$ cat config.mk
export PLATFORM = sky130hd
export DESIGN_NAME = uart_instr_loader
export DESIGN_NICKNAME = d
export VERILOG_FILES = /design/src/rtl/uart_instr_loader_pkg.sv /design/src/rtl/uart_instr_loader_rx.sv /design/src/rtl/uart_instr_loader.sv
export SDC_FILE = /design/constraint.sdc
export NUM_CORES = 1
export LEC_CHECK = 0
export BUFFER_PORTS_ARGS = -buffer_cell sky130_fd_sc_hd__buf_4
export CAP_MARGIN = 25
export CORE_MARGIN = 2
export CORE_UTILIZATION = 55
export CTS_CLUSTER_SIZE = 10
export DETAILED_ROUTE_END_ITERATION = 7
export GPL_TIMING_DRIVEN = 0
export PLACE_DENSITY = 0.76
export SYNTH_ARGS = -nofsm -noshare
export SYNTH_HDL_FRONTEND = slang
export SYNTH_HIERARCHICAL = 1
export SYNTH_SLANG_ARGS = --single-unit
$ cat constraint.sdc
create_clock -name clock -period 3.98 [get_ports clock]
set_input_delay 0.597 -clock clock [delete_from_list [all_inputs] [get_ports clock]]
set_output_delay 0.597 -clock clock [all_outputs]
set_load 0.01 [all_outputs]
$ cat src/rtl/uart_instr_loader_pkg.sv
// Shared encodings for the UART program loader: loader FSM states,
// receiver states and 8N1 frame constants.
package uart_instr_loader_pkg;

  typedef enum logic [2:0] {
    ST_IDLE,
    ST_LEN_HI,
    ST_LEN_LO,
    ST_DATA,
    ST_DONE
  } ld_state_e;

  typedef enum logic [1:0] {
    RX_IDLE,
    RX_START,
    RX_DATA,
    RX_STOP
  } rx_state_e;

  localparam int UART_DATA_BITS = 8;
  localparam int UART_STOP_BITS = 1;
  localparam int BIT_CNT_W      = $clog2(UART_DATA_BITS);

endpackage

$ cat src/rtl/uart_instr_loader_rx.sv
// 8N1 UART receiver, LSB first: 2-flop synchronizer, mid-bit sampling,
// one-cycle byte_valid on a good stop bit, one-cycle frame_err otherwise.
module uart_rx
  import uart_instr_loader_pkg::*;
#(
  parameter int CLKS_PER_BIT = 434
) (
  input  logic       clock,
  input  logic       reset,
  input  logic       rx,
  output logic [7:0] byte_out,
  output logic       byte_valid,
  output logic       frame_err
);

  localparam int CW = $clog2(CLKS_PER_BIT);
  localparam logic [CW-1:0] FULL_M1 = CW'(CLKS_PER_BIT - 1);
  localparam logic [CW-1:0] HALF_M1 = CW'(CLKS_PER_BIT / 2 - 1);

  logic [1:0]                sync_q, sync_d;
  logic                      prev_q, prev_d;
  rx_state_e                 st_q, st_d;
  logic [CW-1:0]             cnt_q, cnt_d;
  logic [BIT_CNT_W-1:0]      bit_q, bit_d;
  logic [UART_DATA_BITS-1:0] shreg_q, shreg_d;
  logic [7:0]                byte_q, byte_d;
  logic                      valid_q, valid_d;
  logic                      ferr_q, ferr_d;
  logic                      rx_s;

  assign rx_s = sync_q[1];

  always_comb begin
    sync_d  = {sync_q[0], rx};
    prev_d  = rx_s;
    st_d    = st_q;
    cnt_d   = cnt_q;
    bit_d   = bit_q;
    shreg_d = shreg_q;
    byte_d  = byte_q;
    valid_d = 1'b0;
    ferr_d  = 1'b0;
    case (st_q)
      RX_IDLE: begin
        if (prev_q && !rx_s) begin
          st_d  = RX_START;
          cnt_d = '0;
        end
      end
      RX_START: begin
        // A start bit that is high again at mid-bit is a glitch.
        if (cnt_q == HALF_M1) begin
          cnt_d = '0;
          bit_d = '0;
          st_d  = rx_s ? RX_IDLE : RX_DATA;
        end else begin
          cnt_d = cnt_q + 1'b1;
        end
      end
      RX_DATA: begin
        if (cnt_q == FULL_M1) begin
          cnt_d   = '0;
          shreg_d = {rx_s, shreg_q[UART_DATA_BITS-1:1]};
          if (bit_q == BIT_CNT_W'(UART_DATA_BITS - 1)) begin
            bit_d = '0;
            st_d  = RX_STOP;
          end else begin
            bit_d = bit_q + 1'b1;
          end
        end else begin
          cnt_d = cnt_q + 1'b1;
        end
      end
      RX_STOP: begin
        if (cnt_q == FULL_M1) begin
          cnt_d = '0;
          if (!rx_s) begin
            ferr_d = 1'b1;
            st_d   = RX_IDLE;
          end else if (bit_q == BIT_CNT_W'(UART_STOP_BITS - 1)) begin
            valid_d = 1'b1;
            byte_d  = shreg_q;
            st_d    = RX_IDLE;
          end else begin
            bit_d = bit_q + 1'b1;
          end
        end else begin
          cnt_d = cnt_q + 1'b1;
        end
      end
      default: st_d = RX_IDLE;
    endcase
  end

  always_ff @(posedge clock) begin
    if (reset) begin
      sync_q  <= 2'b11;
      prev_q  <= 1'b1;
      st_q    <= RX_IDLE;
      cnt_q   <= '0;
      bit_q   <= '0;
      shreg_q <= '0;
      byte_q  <= '0;
      valid_q <= 1'b0;
      ferr_q  <= 1'b0;
    end else begin
      sync_q  <= sync_d;
      prev_q  <= prev_d;
      st_q    <= st_d;
      cnt_q   <= cnt_d;
      bit_q   <= bit_d;
      shreg_q <= shreg_d;
      byte_q  <= byte_d;
      valid_q <= valid_d;
      ferr_q  <= ferr_d;
    end
  end

  assign byte_out   = byte_q;
  assign byte_valid = valid_q;
  assign frame_err  = ferr_q;

endmodule

$ cat src/rtl/uart_instr_loader.sv
// Serial program loader: parses a big-endian word count plus words from the
// UART and emits one word-addressed imem write per assembled word.
module uart_instr_loader
  import uart_instr_loader_pkg::*;
#(
  parameter int CLKS_PER_BIT = 434,
  parameter int MEMORY_SIZE  = 64
) (
  input  logic        clock,
  input  logic        reset,
  input  logic        enable,
  input  logic        rx,
  output logic [31:0] address,
  output logic [31:0] data,
  output logic        write_enable,
  output logic        load_done,
  output logic        err_framing,
  output logic        err_overflow
);

  logic [7:0] rx_byte;
  logic       rx_valid;
  logic       rx_ferr;

  uart_rx #(.CLKS_PER_BIT(CLKS_PER_BIT)) u_rx (
    .clock      (clock),
    .reset      (reset),
    .rx         (rx),
    .byte_out   (rx_byte),
    .byte_valid (rx_valid),
    .frame_err  (rx_ferr)
  );

  ld_state_e   st_q, st_d;
  logic [15:0] len_q, len_d;
  logic [15:0] wcnt_q, wcnt_d;
  logic [1:0]  bcnt_q, bcnt_d;
  logic [31:0] data_q, data_d;
  logic [15:0] addr_q, addr_d;
  logic        we_q, we_d;
  logic        inc_q, inc_d;
  logic        done_q, done_d;
  logic        ferr_q, ferr_d;
  logic        ovf_q, ovf_d;
  logic [15:0] n_full;
  logic        addr_ok;

  assign n_full  = {len_q[15:8], rx_byte};
  assign addr_ok = {16'd0, addr_q} < MEMORY_SIZE;

  always_comb begin
    st_d   = st_q;
    len_d  = len_q;
    wcnt_d = wcnt_q;
    bcnt_d = bcnt_q;
    data_d = data_q;
    addr_d = addr_q;
    we_d   = 1'b0;
    inc_d  = 1'b0;
    done_d = done_q;
    ferr_d = ferr_q | rx_ferr;
    ovf_d  = ovf_q;
    // Losing enable wins over everything, including a byte landing this cycle.
    if (st_q != ST_IDLE && !enable) begin
      st_d   = ST_IDLE;
      len_d  = '0;
      wcnt_d = '0;
      bcnt_d = '0;
      addr_d = '0;
      done_d = 1'b0;
    end else begin
      if (inc_q) addr_d = addr_q + 16'd1;
      case (st_q)
        ST_IDLE: begin
          if (enable) st_d = ST_LEN_HI;
        end
        ST_LEN_HI: begin
          if (rx_valid) begin
            len_d[15:8] = rx_byte;
            st_d        = ST_LEN_LO;
          end
        end
        ST_LEN_LO: begin
          if (rx_valid) begin
            len_d = n_full;
            if (n_full == 16'd0) begin
              st_d   = ST_DONE;
              done_d = 1'b1;
            end else begin
              st_d = ST_DATA;
              if ({16'd0, n_full} > MEMORY_SIZE) ovf_d = 1'b1;
            end
          end
        end
        ST_DATA: begin
          if (rx_valid) begin
            data_d = {data_q[23:0], rx_byte};
            bcnt_d = bcnt_q + 2'd1;
            if (bcnt_q == 2'd3) begin
              we_d   = addr_ok;
              inc_d  = 1'b1;
              wcnt_d = wcnt_q + 16'd1;
            end
          end
          if (inc_q && wcnt_q == len_q) begin
            st_d   = ST_DONE;
            done_d = 1'b1;
          end
        end
        ST_DONE: st_d = ST_DONE;
        default: st_d = ST_IDLE;
      endcase
    end
  end

  always_ff @(posedge clock) begin
    if (reset) begin
      st_q   <= ST_IDLE;
      len_q  <= '0;
      wcnt_q <= '0;
      bcnt_q <= '0;
      data_q <= '0;
      addr_q <= '0;
      we_q   <= 1'b0;
      inc_q  <= 1'b0;
      done_q <= 1'b0;
      ferr_q <= 1'b0;
      ovf_q  <= 1'b0;
    end else begin
      st_q   <= st_d;
      len_q  <= len_d;
      wcnt_q <= wcnt_d;
      bcnt_q <= bcnt_d;
      data_q <= data_d;
      addr_q <= addr_d;
      we_q   <= we_d;
      inc_q  <= inc_d;
      done_q <= done_d;
      ferr_q <= ferr_d;
      ovf_q  <= ovf_d;
    end
  end

  assign address      = {16'd0, addr_q};
  assign data         = data_q;
  assign write_enable = we_q;
  assign load_done    = done_q;
  assign err_framing  = ferr_q;
  assign err_overflow = ovf_q;

endmodule

==> run_results.csv <==
group,metric,value,unit
status,outcome,"completed",
timing,setup_tns,0,ps
timing,timing.fmax,0.4823,GHz
min_path,hp-start,"rx",
clock_network,clock_latency,520,ps
die,die_width,105.9,µm
job,max-cap-violations,0,
pwr,power_density,428.1,nW/µm²
die,start_util,56.09,%
layout,final_cells,913,
timing,setup_violations,0,
detailed_routing,via_per_inst,5.499,
clock_network,cts.path.max_buffers,2,
logic_synthesis,yosys.area_share.simple,24.70,%
detailed_routing,drtAntennaViolNets,0,
setup_path,ff2ff_setup_slack,1910,ps
logic_synthesis,synth-xor-area-share,5.212,%
layout,fin_util,68.60,%
timing,fin_crit,2073,ps
clock_network,cts_sinks,125,
logic_synthesis,synth.largest_area_cell,"dfxtp_1",
global_routing,track_usage,24.15,%
setup_path,r2r_end,"wcnt_q[15]$_SDFFE_PP0P_",
timing,finClkSkew,7.103,ps
setup_path,r2r-start,"u_rx/byte_valid$_SDFF_PP0_",
logic_synthesis,synthAdderAreaFrac,3.066,%
setup_path,cp.required,4430,ps
detailed_routing,postRouteWirelength,12.96,mm
logic_synthesis,ys_ff_latch,125,
logic_synthesis,ys_async_sr_fraction,0,%
clock_network,postCtsSetupBuffers,0,
detailed_routing,first_iter_violations,391,
layout,drive_gt1_share,15.70,%
placed_design,place_inst,880,
clock_network,clkSlewWorstSetupHoldPaths,60,ps
clock_network,h-tree-depth,4,
die,die_y,105.9,µm
placed_design,place_ws,1796,ps
setup_path,cp.arrival,2520,ps
logic_synthesis,yosys_most_used_dff,"dfxtp_1",
logic_synthesis,synthesis.area_per_instance,8.476,µm²
placed_design,placement.io_buffers,55,
setup_path,r2r_cells,5,
placed_design,gp_congestion,0.8993,
detailed_routing,drc,0,
detailed_routing,dr.pass1.iters,5,
timing,hold_viol,0,
clock_network,cts_tree,"done",
pwr,leakage,2.715,nW
timing,fin_hold_ws,257.1,ps
global_routing,grt_antenna_before_repair,0,
timing,tightest_slew,583.5,ps
die,io_pins,72,
die,rows,37,
logic_synthesis,postSynthCellCount,674,
global_routing,grt_remaining_overflow,0,
clock_network,cts_resized,0,
die,core-area,10180,µm²
layout,area_growth,22.30,%
layout,fillCellCount,818,
setup_path,setup.worst_path.start_class,"flop",
global_routing,grt_pass1_vias,4735,
setup_path,path_class,"flop to flop",
timing,period_share,52.09,%
global_routing,grt_first_pass_wirelength,22.04,mm
clock_network,cts_hold_buf,0,
placed_design,hpwl,9.089,mm
logic_synthesis,ys_seq_area_share,43.80,%
timing,timing.final.ws_setup,1907,ps
logic_synthesis,synth_area_leaders,"dfxtp_1 (44%), nand2_1 (7.2%), a21oi_1 (6.3%), mux2i_1 (3.2%), nor2_1 (3.2%)",
min_path,hold_depth,2,
logic_synthesis,synth_edf_count,0,
detailed_routing,vias,5021,
pwr,vdd_drop_max,0.0002910,V
logic_synthesis,synth_top_area_share,43.80,%
logic_synthesis,muxShareOfSynthArea,3.548,%
detailed_routing,wl_per_cell,14.20,µm
clock_network,cts-root-buf,"clkbuf_8",
min_path,hp-class,"input pin to flop",
logic_synthesis,syn_area,5713,µm²
die,dieArea,11220,µm²
timing,slew_violations,0,
layout,diodes,0,
timing,rsz0062_at_grt,"false",
logic_synthesis,synth_compound_area_share,13.36,%
logic_synthesis,ys_types,62,
logic_synthesis,ys.warnings.count,6,
clock_network,numCtsBuffers,17,
layout,nets,782,
min_path,hold_end,"u_rx/sync_q[0]$_SDFF_PP1_",
setup_path,end_kind,"flop",
logic_synthesis,synth_top_family_by_area,"simple AND/OR/NAND/NOR gates",
setup_path,crit_fanout,9,
global_routing,grt_max_degree,17,
timing,max_slew_margin,61.10,%
## cell families (layout without fill, tap and decap cells)
group | Yosys count | after routing
AOI/OAI and AO/OA | 128 | 128
buffers and inverters | 73 | 161
and+or+nand+nor | 279 | 279
xor gates and xnor gates | 34 | 34
muxes | 20 | 20
DFF | 125 | 125
adders and majority gates | 14 | 14
other | 1 | 16
## registers in the layout, summed over array words and instances, names as in the netlist, named ones only
signal and flops:
u_rx/bit_q 3, u_rx/shreg_q 8, write_enable 1, err_framing 1, inc_q 1, u_rx/sync_q 2, err_overflow 1, u_rx/cnt_q 9
data 32, u_rx/prev_q 1, wcnt_q 16, u_rx/byte_valid 1, load_done 1, bcnt_q 2, u_rx/frame_err 1, u_rx/byte_out 8
addr_q 16, u_rx/st_q 1, len_q 16, st_q 3
## placed cells by master, fill, tap and decap left out, drive strengths merged, types with 14 or more instances in the layout
master,instances
dfxtp,125
nand2,109
buf,80
a21oi,72
nor2,49
clkbuf,43
nand3,26
inv,26
o21ai,21
xor2,20
mux2i,18
or3,17
conb,16
xnor2,14
ha,14
## per-stage QoR
step,power [W],area (µm²)
after global routing,0.003093,6987
final,0.002991,6987
after global placement,0.001398,6352
after detailed placement,0.001401,6352
after CTS,0.003002,6982
after floorplan,0.001373,5769
## report_power, final
group	switching, W	internal, W	total (W)
sequential	0.00000399	0.00126	0.00126
clock	0.000563	0.00105	0.00161
combinational	0.0000776	0.0000394	0.000117
total	0.000644	0.00235	0.00299
## critical path: stages, from the launching register on
cell	delay [ps]
dfxtp_1	430
and4b_1	250
buf_2	210
nand4_1	360
or4_1	590
a21oi_1	160
## cell usage after synthesis (2+ instances only)
cell type,number
a211o_1,3
or4_1,5
buf_2,6
dfxtp_1,125
a31oi_1,3
o41ai_1,4
or3_1,16
nand3_1,26
nand4bb_1,2
or3b_1,5
o21ai_0,17
and3_1,10
buf_4,16
nand2_1,109
nand4_1,11
and4_1,5
nor4_1,9
or2_2,2
xnor2_1,14
mux2i_1,18
buf_6,2
nand2b_1,5
nor3_1,12
inv_1,25
clkbuf_1,23
nor2_1,48
a21oi_1,72
xor2_1,20
ha_1,14
a211oi_1,8
and2_1,3
o211ai_1,2
o21ai_1,4
nand4b_1,2
## metal layers
layer	up-vias	share of wire (%)	global-route usage, %
met3	22	5.0	6.744
li1	2514	-	-
met4	0	1.6	8.553
met1	2361	45	30.64
met2	124	49	39.54
met5	-	0	0
## worst max path at each step
stage / start / cells after the start / slack (ps) / to
finish: u_rx/byte_valid$_SDFF_PP0_ / 5 / 1910 / wcnt_q[15]$_SDFFE_PP0P_
global route: u_rx/byte_valid$_SDFF_PP0_ / 5 / 1790 / wcnt_q[15]$_SDFFE_PP0P_
CTS: u_rx/byte_valid$_SDFF_PP0_ / 5 / 1940 / wcnt_q[15]$_SDFFE_PP0P_
detailed placement: reset / 5 / 1800 / u_rx/byte_out[5]$_SDFFE_PP0P_
global placement: reset / 5 / 1790 / u_rx/cnt_q[0]$_SDFFE_PP0P_
floorplan: addr_q[0]$_SDFFE_PP0P_ / 5 / 2170 / addr_q[14]$_SDFFE_PP0P_
## layout make-up
| cell class | instances | area (µm²) | share of cell area, % |
|---|---|---|---|
| Multi-Input combinational cell | 491 | 2910 | 41.65 |
| Clock inverter | 13 | 187.7 | 2.686 |
| Tap cell | 136 | 170.2 | 2.436 |
| Inverter | 25 | 93.84 | 1.343 |
| Timing Repair Buffer | 56 | 417.9 | 5.981 |
| Buffer | 48 | 262.8 | 3.761 |
| Clock buffer | 19 | 441.7 | 6.322 |
| Sequential cell | 125 | 2502 | 35.82 |
(Power assumes the default switching activity.)
